File: src/rtl/deco_frame_feeder.sv
// Feeds one coded frame to the Deco turbo decoder as a burst of beats and
// returns the decoded word (or a timeout error indication) over valid/ready.
module deco_frame_feeder #(
   parameter int unsigned BEAT_W    = 21,
   parameter int unsigned NUM_BEATS = 4,
   parameter int unsigned RES_W     = 5,
   parameter int unsigned TIMEOUT   = 1023,
   parameter int unsigned CNT_W     = 16
) (
   input  logic                        clk_p_i,
   input  logic                        reset_n_i,
   input  logic                        in_valid_i,
   output logic                        in_ready_o,
   input  logic [BEAT_W*NUM_BEATS-1:0] in_frame_i,
   output logic                        start_o,
   output logic [BEAT_W-1:0]           data_o,
   input  logic                        done_i,
   input  logic [RES_W-1:0]            result_i,
   output logic                        res_valid_o,
   input  logic                        res_ready_i,
   output logic [RES_W-1:0]            res_data_o,
   output logic                        res_err_o,
   output logic [CNT_W-1:0]            frame_cnt_o,
   output logic                        proto_err_o
);

   localparam int unsigned BIDX_W = (NUM_BEATS > 1) ? $clog2(NUM_BEATS) : 1;
   // Counter only needs to reach TIMEOUT-1: the limit is detected on that cycle.
   localparam int unsigned TMO_W  = (TIMEOUT > 1) ? $clog2(TIMEOUT) : 1;
   localparam logic [BIDX_W-1:0] LastBeat = BIDX_W'(NUM_BEATS - 1);
   localparam logic [TMO_W-1:0]  TmoLast  = TMO_W'(TIMEOUT - 1);

   typedef enum logic [1:0] {
      StIdle,
      StSend,
      StWait,
      StOut
   } state_e;

   state_e                           state_q;
   logic [NUM_BEATS-1:0][BEAT_W-1:0] frame_q;
   logic [BIDX_W-1:0]                beat_q;
   logic [BIDX_W-1:0]                beat_nxt;
   logic [TMO_W-1:0]                 tmo_q;

   assign beat_nxt = beat_q + BIDX_W'(1);

   always_ff @(posedge clk_p_i) begin
      if (!reset_n_i) begin
         state_q     <= StIdle;
         frame_q     <= '0;
         beat_q      <= '0;
         tmo_q       <= '0;
         in_ready_o  <= 1'b1;
         start_o     <= 1'b0;
         data_o      <= '0;
         res_valid_o <= 1'b0;
         res_data_o  <= '0;
         res_err_o   <= 1'b0;
         frame_cnt_o <= '0;
         proto_err_o <= 1'b0;
      end else begin
         unique case (state_q)
            StIdle: begin
               if (in_valid_i && in_ready_o) begin
                  frame_q    <= in_frame_i;
                  data_o     <= in_frame_i[BEAT_W-1:0];
                  start_o    <= 1'b1;
                  in_ready_o <= 1'b0;
                  beat_q     <= '0;
                  state_q    <= StSend;
               end
            end
            StSend: begin
               if (beat_q == LastBeat) begin
                  tmo_q   <= '0;
                  state_q <= StWait;
               end else begin
                  data_o <= frame_q[beat_nxt];
                  beat_q <= beat_nxt;
               end
            end
            StWait: begin
               // A done on the limit cycle still delivers the real result.
               if (done_i) begin
                  res_data_o  <= result_i;
                  res_err_o   <= 1'b0;
                  res_valid_o <= 1'b1;
                  start_o     <= 1'b0;
                  data_o      <= '0;
                  state_q     <= StOut;
               end else if (tmo_q == TmoLast) begin
                  res_data_o  <= '0;
                  res_err_o   <= 1'b1;
                  res_valid_o <= 1'b1;
                  start_o     <= 1'b0;
                  data_o      <= '0;
                  state_q     <= StOut;
               end else begin
                  tmo_q <= tmo_q + TMO_W'(1);
               end
            end
            StOut: begin
               if (res_valid_o && res_ready_i) begin
                  res_valid_o <= 1'b0;
                  frame_cnt_o <= frame_cnt_o + CNT_W'(1);
                  in_ready_o  <= 1'b1;
                  state_q     <= StIdle;
               end
            end
            default: state_q <= StIdle;
         endcase

         if (done_i && (state_q != StWait)) begin
            proto_err_o <= 1'b1;
         end
      end
   end

endmodule

File: config.mk
export PLATFORM = sky130hd
export DESIGN_NAME = deco_frame_feeder
export DESIGN_NICKNAME = d
export VERILOG_FILES = /design/src/rtl/deco_frame_feeder.sv
export SDC_FILE = /design/constraint.sdc
export NUM_CORES = 1
export LEC_CHECK = 0
export BUFFER_PORTS_ARGS = -buffer_cell sky130_fd_sc_hd__clkbuf_2
export CAP_MARGIN = 30
export CORE_ASPECT_RATIO = 1.1
export CORE_UTILIZATION = 50
export CTS_CLUSTER_DIAMETER = 120
export CTS_CLUSTER_SIZE = 25
export DETAILED_ROUTE_END_ITERATION = 8
export PLACE_DENSITY = 0.74
export SETUP_SLACK_MARGIN = 0.4
export SLEW_MARGIN = 20
export SYNTH_ARGS = -nofsm -noshare
export SYNTH_HDL_FRONTEND = slang
export SYNTH_SLANG_ARGS = --single-unit
File: constraint.sdc
create_clock -name clk_p_i -period 6.2 [get_ports clk_p_i]
set_clock_uncertainty 0.05 [all_clocks]
set_input_delay 1.24 -clock clk_p_i [delete_from_list [all_inputs] [get_ports clk_p_i]]
set_output_delay 1.24 -clock clk_p_i [all_outputs]
set_load 0.02 [all_outputs]
Word-level counts from Yosys, hierarchy flattened
Cells that the tools add are included.
- register bits: 145
- bits of input ports: 94
- output and inout bits: 47
- word-level logic and storage cells: 87
- $add $sub $neg: 3
- magnitude comparators: 1
- equality and inequality tests: 13
- mux-type cells: 34
- reductions and logical operators: 21
- operator list (cell ; count):
    $mux 21 ; 5
    $pmux 21 s3 ; 1
    $bmux 21 s2 ; 1
    $mux 10 ; 3
    $pmux 10 s2 ; 1
    $add 16x1->16 const B ; 1
    $mux 2 ; 7
    $ne 2x2->1 const B ; 7
    $reduce_and 3->1 ; 4
    $reduce_and 4->1 ; 3
    $reduce_bool 2->1 ; 6
    $add 10x1->10 const B ; 1
    $eq 10x10->1 const B ; 1
    $mux 5 ; 2
    $mux 1 ; 9
    $pmux 2 s4 ; 1
    $eq 2x2->1 const B ; 3
    $pmux 1 s2 ; 3
    $reduce_and 2->1 ; 3
    $pmux 2 s2 ; 1
    $logic_and 1x1->1 ; 3
    $lt 2x3->1 const B ; 1
    $ne 3x3->1 const B ; 1
    $reduce_bool 3->1 ; 1
    other kinds (3) ; 3

Depth between registers and ports, before layout
Gate-level depths: netlist (run 1).
- depth in word-level cells: 5
- mapped depth: 8
- gate-level depth less buffers: 6

Least setup slack after synthesis (run 1)
OpenSTA, ideal clock, no wires.
- path type: input port to flip-flop
- start point: input port res_ready_i
- end point: register frame_cnt_o[13]
- arrival: 2340 ps
- required time: 6080 ps
- slack: 3739 ps
- stages on the path: 4
- buffers on the path: 0
- cell sequence: nand4_4 -> or4_4 -> or3_1 -> a21oi_1
- longest elaborated chain between the ends: 2
- ends and longest elaborated chain (what ; line ; text):
    start, declared ; 20 ; input logic res_ready_i,
    $logic_and 1x1->1 ; 104 ; if (res_valid_o && res_ready_i) begin
    $reduce_and 2->1 (no source line) ; -- ;
    end signal, assigned ; 106 ; frame_cnt_o <= frame_cnt_o + CNT_W'(1);
    end, declared ; 23 ; output logic [CNT_W-1:0] frame_cnt_o,
Every way passes these cells.
A chain may end at the register's enable or synchronous reset.

==> results of run 1 <==
==> worst max-delay path, stage by stage <==
cell and delay (ns):
clkbuf_2 0.08, buf_4 0.51, clkinv_2 0.69, buf_4 0.54
a31oi_1 0.22, o21a_1 0.13
==> metal layers <==
metal  track usage  part of all wire  up-vias
met5             0                 0        -
met4        0.0833             0.014        0
met3        0.0564             0.053       19
met2         0.380              0.47      172
met1         0.319              0.46     2765
li1              -                 -     3027
==> cells in the final DEF (no fill, tap or decap), drive strengths merged, types with 8 or more instances in the layout <==
cell type / Yosys / routed
nand2: 219 / 219
clkbuf: 47 / 162
dfxtp: 145 / 145
a21oi: 99 / 99
mux2i: 46 / 46
o21ai: 30 / 30
nand4: 29 / 29
nand2b: 25 / 25
o221ai: 21 / 21
nor2: 18 / 18
nand3: 13 / 13
inv: 11 / 10
ha: 9 / 9
o22ai: 8 / 8
==> logic make-up after synthesis <==
kind of cell / Yosys count / share of synthesized area
DFF: 145 / 0.448
and+or+nand+nor: 339 / 0.239
AOI/OAI and AO/OA: 188 / 0.171
buffers and inverters: 71 / 0.0427
adders and majority gates: 9 / 0.0174
xor gates and xnor gates: 8 / 0.0108
muxes: 46 / 0.0711
==> final timing paths <==
check,endpoint,slack [ns],depth (start not counted),from
worst max register to register,data_o[5],3.09,6,state_q[0]
worst max-delay path,state_q[0],3.04,6,reset_n_i
worst min register to register,frame_q[68],0.40,2,frame_q[68]
worst min-delay path,frame_q[68],0.40,2,frame_q[68]
==> power breakdown <==
part           switching [mW]  total [mW]  internal (mW)  leakage (nW)
Sequential             0.0934        1.18           1.09          1.18
Clock                   0.381       0.991          0.610         0.272
Combinational           0.626       0.976          0.351          1.54
Total                    1.10        3.15           2.05          2.99
==> state kept, by name (all words and copies together), names as in the netlist <==
register     count
in_ready_o       1
start_o          1
frame_cnt_o     16
res_valid_o      1
res_err_o        1
res_data_o       5
proto_err_o      1
tmo_q           10
beat_q           2
frame_q         84
data_o          21
state_q          2
==> through the flow <==
stage          hold WS, ns   util  total power, mW  setup slack, ns
3_5_place_dp         0.396  0.570             2.18             2.64
4_1_cts              0.404  0.615             3.17             3.07
5_1_grt              0.416  0.615             3.34             2.86
3_3_place_gp         0.392  0.570             2.17             2.60
2_1_floorplan        0.386      -             1.90             3.74
6_report             0.402  0.615             3.15             3.04
==> final cells by class <==
type	instances	share of cell area
clock buffer	22	0.0597
inverter	11	0.00547
multi-input combinational	590	0.426
sequential	145	0.374
timing repair buffer	146	0.0959
tap	157	0.0253
clock inverter	10	0.0142
==> key figures, run 1 <==
Logic synthesis
  – Top-count cell post-synth: nand2_1
  – Yosys top cell by area: dfxtp_1
  – Syn avg cell area: 8.04 um2
  – Post-synth top area share: 0.448
  – Synth top area cells: dfxtp_1 45%, nand2_1 13%, a21oi_1 7.6%
  – Mapped cell area: 6480 um2
  – #FFs+latches synth: 145
  – Number of synthesized flops with an enable pin: 0
  – Cells after synthesis: 806
  – Syn_nets: 909
  – Post-synth top cells: 219 x nand2_1, 145 x dfxtp_1, 99 x a21oi_1, 47 x clkbuf_1, 46 x mux2i_1
  – Top_reg_cell synth: dfxtp_1
  – Ys Warns: 0
  – Synth unique cells: 46
  – Register area share after synthesis: 0.448
  – FFs w/ async S/R, synth: 0

Drt
  – Initial DRT Pass Iterations: 6
  – DRC marker count from the first detailed-route iteration: 395
  – Vias/cell: 5.53
  – Remaining antenna violation count after routing: 0
  – Vias: between 5000 and 6000
  – Residual DRC: 0
  – DR WL/cell: roughly 15 um
  – Post-Route WL: 15.7 mm

STA
  – Period utilisation layout: 0.509
  – Worst-Margin Slew: 0.964 ns
  – Unrepaired setup endpoints after global routing: no
  – Fmax: 317 MHz
  – Slew Limit Fails: 0
  – Setup TNS: 0 ns
  – Worst slew margin: 0.357
  – Final hold vios: 0
  – Min Tclk post-route: ~3.2 ns
  – Final setup viols: 0

Finish
  – Register area: 2900 um2
  – Layout cell share with drive strength beyond 1: 0.199
  – Ant diodes: 0
  – Fill cells: 1187
  – Area Growth Syn to Fin: 20.0%
  – Area of the multi-input gates: 3310 um2
  – Non-Filler Instances: approximately 1100
  – Layout Nets: 1014
  – Finished Cell Area: 7770 um2

Die
  – # rows: between 40 and 50
  – Die width: between 100 and 150 um
  – Die Footprint: 13400 um2
  – # IOs: around 140
  – Starting Density: 0.513
  – Core box area: 12600 um2
  – Die height: 121 um

Flow run
  – MaxCap Viol Count: 0

Global routing
  – GRT Total Usage: 0.239
  – Number of global-route vias before repair: 5219
  – Initial antenna violation count: 0
  – Overflow after GRT: 0
  – First-pass GRT wire length: 25.7 mm
  – Pin count of the biggest net entering global routing: 85

Critical path
  – Crit-path max FO: 68
  – Critical Path Sink Type: register
  – Worst setup SP type: input pin
  – Setup CP Type: input pin to register
  – Critical path data arrival time: ~3.5 ns
  – Worst EP required: 6.52 ns

Clock network
  – # clock sinks: 145
  – CTS tree: yes
  – Buffer count from post-CTS setup fixing: 0
  – Hold Buf Count CTS: 0
  – Root Buffer: clkbuf_16
  – # resized after CTS: 0
  – CTS max path bufs: 2
  – Worst-Skew Late Latency: between 0.4 and 0.5 ns
  – Number of H-tree levels: 4
  – Total CTS buffers: 17
  – Clk slew on worst S/H paths: 0.06 ns

Placement
  – Buffers on Ports: 140
  – GPL Wtd Cong: 0.916
  – DP Area: slightly above 7000 um2
  – Post-DP HPWL: between 10 and 15 mm
  – Cell total after placement: 1049

Status
  – Status: completed

Power and ir drop
  – Pwr Density: just over 400 nW/um2
  – Static Leak: 2.99 nW
  – Worst ir drop on vdd: 0.000236 V

Hold path
  – Worst hold path type: register to register
Note: power is estimated with default switching activity, not from simulation.
==> inputs of run 2 (changes only) <==
--- a/config.mk
+++ b/config.mk
@@ -8,11 +8,11 @@
 export BUFFER_PORTS_ARGS = -buffer_cell sky130_fd_sc_hd__clkbuf_2
 export CAP_MARGIN = 30
 export CORE_ASPECT_RATIO = 1.1
-export CORE_UTILIZATION = 50
+export CORE_UTILIZATION = 49
 export CTS_CLUSTER_DIAMETER = 120
 export CTS_CLUSTER_SIZE = 25
 export DETAILED_ROUTE_END_ITERATION = 8
-export PLACE_DENSITY = 0.74
+export PLACE_DENSITY = 0.76
 export SETUP_SLACK_MARGIN = 0.4
 export SLEW_MARGIN = 20
 export SYNTH_ARGS = -nofsm -noshare
==> constraint.sdc (replaced) <==
create_clock -name clk_p_i -period 2.75 [get_ports clk_p_i]
set_clock_uncertainty 0.05 [all_clocks]
set_input_delay 0.55 -clock clk_p_i [delete_from_list [all_inputs] [get_ports clk_p_i]]
set_output_delay 0.55 -clock clk_p_i [all_outputs]
set_load 0.02 [all_outputs]
==> run 2 against run 1 <==
  * The run now ends with design-rule violations left
  * Hold slack got worse by 0.11 ns
  * Non-clock buffer count grew 7
  * Count of clock-buffer cells in the layout grew 1
  * Critical path depth fell by 1
  * Global-route usage grew 0.30 points
  * Power up 130%
  * Worst setup slack got worse by 2.4 ns
  * Die area increased by 2.0%
  * First-iteration DRC count grew 28%
  * Sequential power increased by 130%
  * Clock power rose by 140%
  * Final area up 1.8%
  * Critical path type is now register to register
  * Largest power group unchanged
==> key figures, run 2 (synthesized netlist as in run 1, its figures left out) <==
STA
  – Period utilisation layout: 0.772
  – Fmax: 471 MHz
  – Unrepaired setup endpoints after global routing: no
  – Worst slew margin: 0.479
  – Min Tclk post-route: 2.12 ns
  – Final hold vios: 0
  – Final setup viols: 0
  – Worst-Margin Slew: 0.782 ns
  – Setup TNS: 0 ns
  – Slew Limit Fails: 0

Finish
  – Commonest non-fill, non-tap cells in the layout: 219 x nand2_1, 144 x dfxtp_1, 140 x clkbuf_2, 99 x a21oi_1, 45 x mux2i_1
  – Fill cells: between 1000 and 1500
  – Layout Nets: 1021
  – Reg with most FFs: frame_q
  – Regs by FF count: frame_q: 84 flops, data_o: 21 flops, frame_cnt_o: 16 flops
  – Number of flip-flops in the largest register: 84
  – Commonest non-fill, non-tap cell in the layout: nand2_1
  – Finished Cell Area: a little under 8000 um2
  – Area Growth Syn to Fin: 22.1%
  – Layout cell share with drive strength beyond 1: 0.208
  – Ant diodes: 0

Clock network
  – CTS tree: yes
  – Total CTS buffers: 17
  – Number of H-tree levels: 4
  – CTS max path bufs: 2
  – # resized after CTS: 0
  – Clk slew on worst S/H paths: 0.06 ns
  – Buffer count from post-CTS setup fixing: 0
  – Hold Buf Count CTS: 0
  – # clock sinks: 145
  – Worst-Skew Late Latency: 0.43 ns
  – Root Buffer: clkbuf_16

Power and ir drop
  – Comb power frac: 0.314
  – Clk pwr share: 0.323
  – Worst ir drop on vdd: 0.000515 V
  – Static Leak: 3.06 nW
  – Switch Pwr: around 2.5 mW
  – Internal power: 4.83 mW
  – Reg power frac: 0.363
  – Switching share of total power: 0.341
  – Pwr Density: 926 nW/um2

Drt
  – Initial DRT Pass Iterations: 9
  – Residual DRC: 7
  – DR WL/cell: 14.8 um
  – Remaining antenna violation count after routing: 0
  – DRC marker count from the first detailed-route iteration: 505
  – Vias/cell: between 5 and 6
  – Post-Route WL: 16.1 mm
  – Vias: 5998

Hold path
  – WHS Endpoint: frame_q[30]
  – Hold path depth: 3
  – Hold path start: in_frame_i[30]
  – Worst hold path type: input pin to register

Global routing
  – M1 GR Usage: 0.327
  – Pin count of the biggest net entering global routing: 85
  – Number of global-route vias before repair: ~5300
  – Initial antenna violation count: 0
  – Met2 GRT Util: 0.386
  – Grt peak-use layer: met2
  – GRT Total Usage: 0.242
  – First-pass GRT wire length: 26.2 mm
  – Overflow after GRT: 0
  – GRT met3 Usage: 0.0469

Die
  – Die width: 112 um
  – Core box area: 12800 um2
  – Starting Density: 0.508
  – Die height: 123 um
  – # IOs: 141
  – # rows: 43
  – Die Footprint: about 14000 um2

Critical path
  – Critical Path Sink Type: register
  – Crit-path max FO: 8
  – R2R depth: 5
  – R2R Path Start: state_q[0]
  – Critical path data arrival time: 2.43 ns
  – Setup CP Type: register to register
  – Reg2reg setup slack: 0.63 ns
  – Critical R2R Capture: frame_cnt_o[13]
  – Worst EP required: 3.05 ns
  – Worst setup SP type: register

Status
  – Status: finished, violations left
  – Violated checks: design-rule violations

Placement
  – Buffers on Ports: 140
  – GPL Wtd Cong: 0.881
  – DP Area: 7290 um2
  – Post-DP HPWL: 11.0 mm

Flow run
  – MaxCap Viol Count: 0
==> run 2: cell count changes in the layout (fill, tap and decap cells not counted) <==
cell / previous run / this run
and2_1: 4 / 3
and2_2: 0 / 1
buf_12: 0 / 3
buf_4: 6 / 10
bufinv_16: 2 / 3
clkbuf_1: 3 / 2
clkbuf_8: 2 / 4
clkinv_2: 5 / 4
clkinv_4: 0 / 1
clkinvlp_4: 4 / 2
mux2i_1: 46 / 45
mux2i_2: 0 / 1
==> run 2: per-stage QoR <==
step                std cells  hold slack (ns)  setup slack [ns]  total power, mW   util
floorplan                 806            0.386             0.789             4.28      -
global placement         1056            0.391             0.584             4.96  0.572
detailed placement       1056            0.396             0.512             4.99  0.572
CTS                      1088            0.277             0.498             7.36  0.620
global route             1088            0.290             0.443             7.75  0.621
finish                   1088            0.290             0.626             7.33  0.621
==> run 2: how the worst max path moves through the flow <==
stage	startpoint	endpoint	slack (ns)
final	state_q[0]	frame_cnt_o[13]	0.63
after global routing	state_q[1]	frame_cnt_o[12]	0.44
after CTS	state_q[0]	data_o[19]	0.50
after global placement	state_q[0]	data_o[9]	0.58
after floorplan	tmo_q[0]	tmo_q[3]	0.79
after detailed placement	state_q[0]	data_o[0]	0.51
==> run 2: worst max-delay path, cell delays in order (launching register included) <==
cell     delay (ns)
dfxtp_1        0.40
ha_1           0.39
nand4_4        0.19
or4_4          0.57
or3_1          0.32
a21oi_1        0.14
==> run 2: final cells by class <==
cell class              count  area [um2]  share of cell area
clock buffers              23         488              0.0617
clock inverters             9         129              0.0163
inverters                  11        42.5             0.00538
multi-input cells         590        3320               0.419
flip-flops and latches    145        2900               0.367
well taps                 157         196              0.0248
repair buffers            153         836               0.106
==> run 2: metal layers <==
metal,wire [um],share of wire
met5,0,0
met4,226,0.014
met3,808,0.050
met2,7670,0.48
met1,7350,0.46
==> run 2: power groups by stage <==
stage	registers [mW]	clock network (mW)	logic, mW
after global routing	2.71	2.51	2.54
final	2.66	2.37	2.30
after floorplan	2.82	0	1.47
after global placement	2.69	0	2.26
after CTS	2.66	2.40	2.30
after detailed placement	2.71	0	2.29
==> inputs of run 3 (changes only) <==
--- a/config.mk
+++ b/config.mk
@@ -5,14 +5,15 @@
 export SDC_FILE = /design/constraint.sdc
 export NUM_CORES = 1
 export LEC_CHECK = 0
+export ABC_AREA = 1
 export BUFFER_PORTS_ARGS = -buffer_cell sky130_fd_sc_hd__clkbuf_2
 export CAP_MARGIN = 30
 export CORE_ASPECT_RATIO = 1.1
-export CORE_UTILIZATION = 49
+export CORE_UTILIZATION = 50
 export CTS_CLUSTER_DIAMETER = 120
 export CTS_CLUSTER_SIZE = 25
 export DETAILED_ROUTE_END_ITERATION = 8
-export PLACE_DENSITY = 0.76
+export PLACE_DENSITY = 0.77
 export SETUP_SLACK_MARGIN = 0.4
 export SLEW_MARGIN = 20
 export SYNTH_ARGS = -nofsm -noshare
==> constraint.sdc (replaced) <==
create_clock -name clk_p_i -period 1.9 [get_ports clk_p_i]
set_clock_uncertainty 0.05 [all_clocks]
set_input_delay 0.38 -clock clk_p_i [delete_from_list [all_inputs] [get_ports clk_p_i]]
set_output_delay 0.38 -clock clk_p_i [all_outputs]
set_load 0.02 [all_outputs]
==> run 3 against run 2 <==
  * The flow now finishes without violations
  * Synthesized cell count grew 24%
  * Register-to-register slack lost 0.41 ns
  * Die area grew 2.8%
  * Final area grew 24%
  * Hold slack lost 0.15 ns
  * Power grew 100%
  * Critical path type unchanged
  * Largest power group is now combinational cells
  * Highest routed layer unchanged
==> key figures, run 3 <==
Status
  – Status: completed

Global routing
  – Initial antenna violation count: 0
  – Grt peak-use layer: met2
  – First-pass GRT wire length: 31.3 mm
  – Number of global-route vias before repair: 6365
  – Pin count of the biggest net entering global routing: 86
  – GRT Total Usage: 0.282
  – M1 GR Usage: 0.349
  – Overflow after GRT: 0
  – GRT met3 Usage: 0.0603
  – Met2 GRT Util: 0.463

Finish
  – Commonest non-fill, non-tap cell in the layout: nand2_1
  – Area of the multi-input gates: 3580 um2
  – Commonest non-fill, non-tap cells in the layout: 210 x nand2_1, 144 x inv_1, 139 x clkbuf_2, 130 x dfxtp_1, 92 x a21oi_1
  – Number of flip-flops in the largest register: 84
  – Regs by FF count: frame_q: 84 flops, data_o: 21 flops, frame_cnt_o: 16 flops
  – Reg with most FFs: frame_q
  – Ant diodes: 0
  – Area Growth Syn to Fin: 44.4%
  – Fill cells: 945
  – Layout cell share with drive strength beyond 1: 0.304
  – Layout Nets: 1280
  – Register area: 2930 um2

Critical path
  – R2R depth: 8
  – Reg2reg setup slack: 0.21 ns
  – Worst Setup SP: state_q[0]
  – Critical R2R Capture: tmo_q[2]
  – R2R Path Start: state_q[0]
  – Setup CP Type: register to register
  – Crit-path max FO: 7
  – Critical path data arrival time: 1.99 ns
  – Worst EP required: 2.20 ns
  – Critical Path Sink Type: register
  – Worst setup SP type: register

Placement
  – Buffers on Ports: 140
  – Post-DP HPWL: 10.9 mm
  – GPL Wtd Cong: 0.813

Clock network
  – # clock sinks: roughly 150
  – Total CTS buffers: 17
  – Worst-Skew Late Latency: ~0.42 ns
  – Root Buffer: clkbuf_16
  – CTS tree: yes
  – Clk slew on worst S/H paths: 0.06 ns
  – CTS max path bufs: 2
  – Number of H-tree levels: 4

Logic synthesis
  – Register area share after synthesis: 0.427
  – Synth top area cells: dfxtp_1 43%, nand2_1 12%, o21ai_0 8.6%
  – Syn avg cell area: around 7 um2
  – #FFs+latches synth: 145
  – Number of synthesized flops with an enable pin: 0
  – Syn_nets: 1101
  – Post-synth top cells: 224 x nand2_1, 153 x inv_1, 145 x dfxtp_1, 117 x o21ai_0, 108 x a21oi_1
  – Mapped cell area: 6800 um2
  – Top-count cell post-synth: nand2_1
  – FFs w/ async S/R, synth: 0
  – Top_reg_cell synth: dfxtp_1
  – Post-synth top area share: 0.427
  – Yosys top cell by area: dfxtp_1
  – Ys Warns: 0
  – Cells after synthesis: ~1000
  – Synth unique cells: 27

Power and ir drop
  – Worst ir drop on vdd: roughly 0.0009 V
  – Static Leak: 4.22 nW
  – Total Power: around 15 mW
  – Pwr Density: 1510 nW/um2

STA
  – Final setup viols: 0
  – Slew Limit Fails: 0
  – Unrepaired setup endpoints after global routing: yes
  – Setup TNS: 0 ns
  – Final hold vios: 0
  – Worst-Margin Slew: 0.469 ns
  – Hold slack: 0.140 ns
  – Fmax: around 600 MHz
  – Period utilisation layout: 0.888
  – Worst slew margin: 0.687
  – Min Tclk post-route: 1.69 ns

Die
  – Die Footprint: approximately 14000 um2
  – Starting Density: 0.514
  – Die height: 124 um
  – Core box area: 13200 um2
  – # IOs: approximately 140
  – # rows: 44
  – Die width: 113 um

Hold path
  – WHS Endpoint: res_data_o[3]
  – Worst hold path type: input pin to register
  – Hold path depth: 3
  – Hold path start: result_i[3]

Flow run
  – MaxCap Viol Count: 0

Drt
  – DRC marker count from the first detailed-route iteration: 745
  – Vias/cell: 5.49
  – Remaining antenna violation count after routing: 0
  – Initial DRT Pass Iterations: 5
  – Residual DRC: 0
  – DR WL/cell: 16.8 um
  – Post-Route WL: 22.7 mm
  – Vias: 7423
run 3: cell types whose count changed in the layout (fill, tap and decap cells not counted), moves of 21 or more:
| cell | previous run | this run |
|---|---|---|
| nor2_1 | 18 | 68 |
| o221ai_1 | 21 | 0 |
| mux2i_1 | 45 | 0 |
| o211ai_1 | 3 | 44 |
| inv_1 | 10 | 144 |
| o21ai_1 | 0 | 34 |
| nand2b_1 | 25 | 0 |
| o21ai_0 | 30 | 72 |
run 3: timing repair:
| action | CTS | global route |
|---|---|---|
| cloned | 15 | 10 |
| resized for setup | 64 | 150 |
| hold buffers | 0 | 0 |
| setup buffers | 20 | 19 |
| endpoints found under the setup margin | 137 | 126 |
| pin swaps | 14 | 41 |
run 3: cells by family (layout without fill, tap and decap cells):
family,Yosys count,after routing,synth area share
buffers and inverters,213,402,0.123
AO/OA/AOI/OAI,274,274,0.219
flip-flops,145,145,0.427
AND/OR/NAND/NOR,356,359,0.214
XOR/XNOR,1,1,0.00129
adder cells (fa/ha/maj),9,9,0.0166
run 3: worst max path at each step:
stage | cells past startpoint | endpoint | slack, ns
floorplan | 8 | frame_cnt_o[13] | 0.37
global placement | 8 | data_o[13] | 0.03
detailed placement | 8 | data_o[7] | -0.09
CTS | 10 | data_o[7] | 0.33
global route | 10 | data_o[5] | 0.18
finish | 8 | tmo_q[2] | 0.21
run 3: through the flow:
step / worst slack (ns) / util / area (um2) / cells
after global placement: 0.0346 / 0.583 / 7700 / 1255
after global routing: 0.184 / 0.743 / 9820 / 1351
final: 0.213 / 0.743 / 9820 / 1351
after CTS: 0.325 / 0.686 / 9060 / 1322
after detailed placement: -0.0903 / 0.583 / 7700 / 1255
after floorplan: 0.371 / - / 6850 / 998
run 3: power by group:
group          internal, mW  switching, mW
clock                  2.40           1.34
sequential             3.91          0.485
combinational          2.98           3.76
run 3: worst max-delay path: stages (launching register included):
cell	delay [ns]
dfxtp_4	0.38
inv_4	0.09
ha_4	0.20
inv_8	0.06
buf_4	0.14
buf_4	0.12
nor3b_1	0.32
nand3_2	0.11
a21oi_1	0.14
run 3: layout make-up:
class | count | area share
clock buffer | 19 | 0.0461
clock inverter | 13 | 0.0210
inverter | 155 | 0.0621
multi-input combinational | 643 | 0.365
sequential | 145 | 0.298
tap | 161 | 0.0205
timing repair buffer | 211 | 0.184
timing repair inverter | 4 | 0.00306
run 3: layer usage:
layer / vias up / share of wire / routed length [um]
met2: 372 / 0.50 / 11300
met4: 0 / 0.037 / 833
met1: 3403 / 0.40 / 9010
met5: - / 0 / 0
li1: 3571 / - / -
met3: 77 / 0.065 / 1480
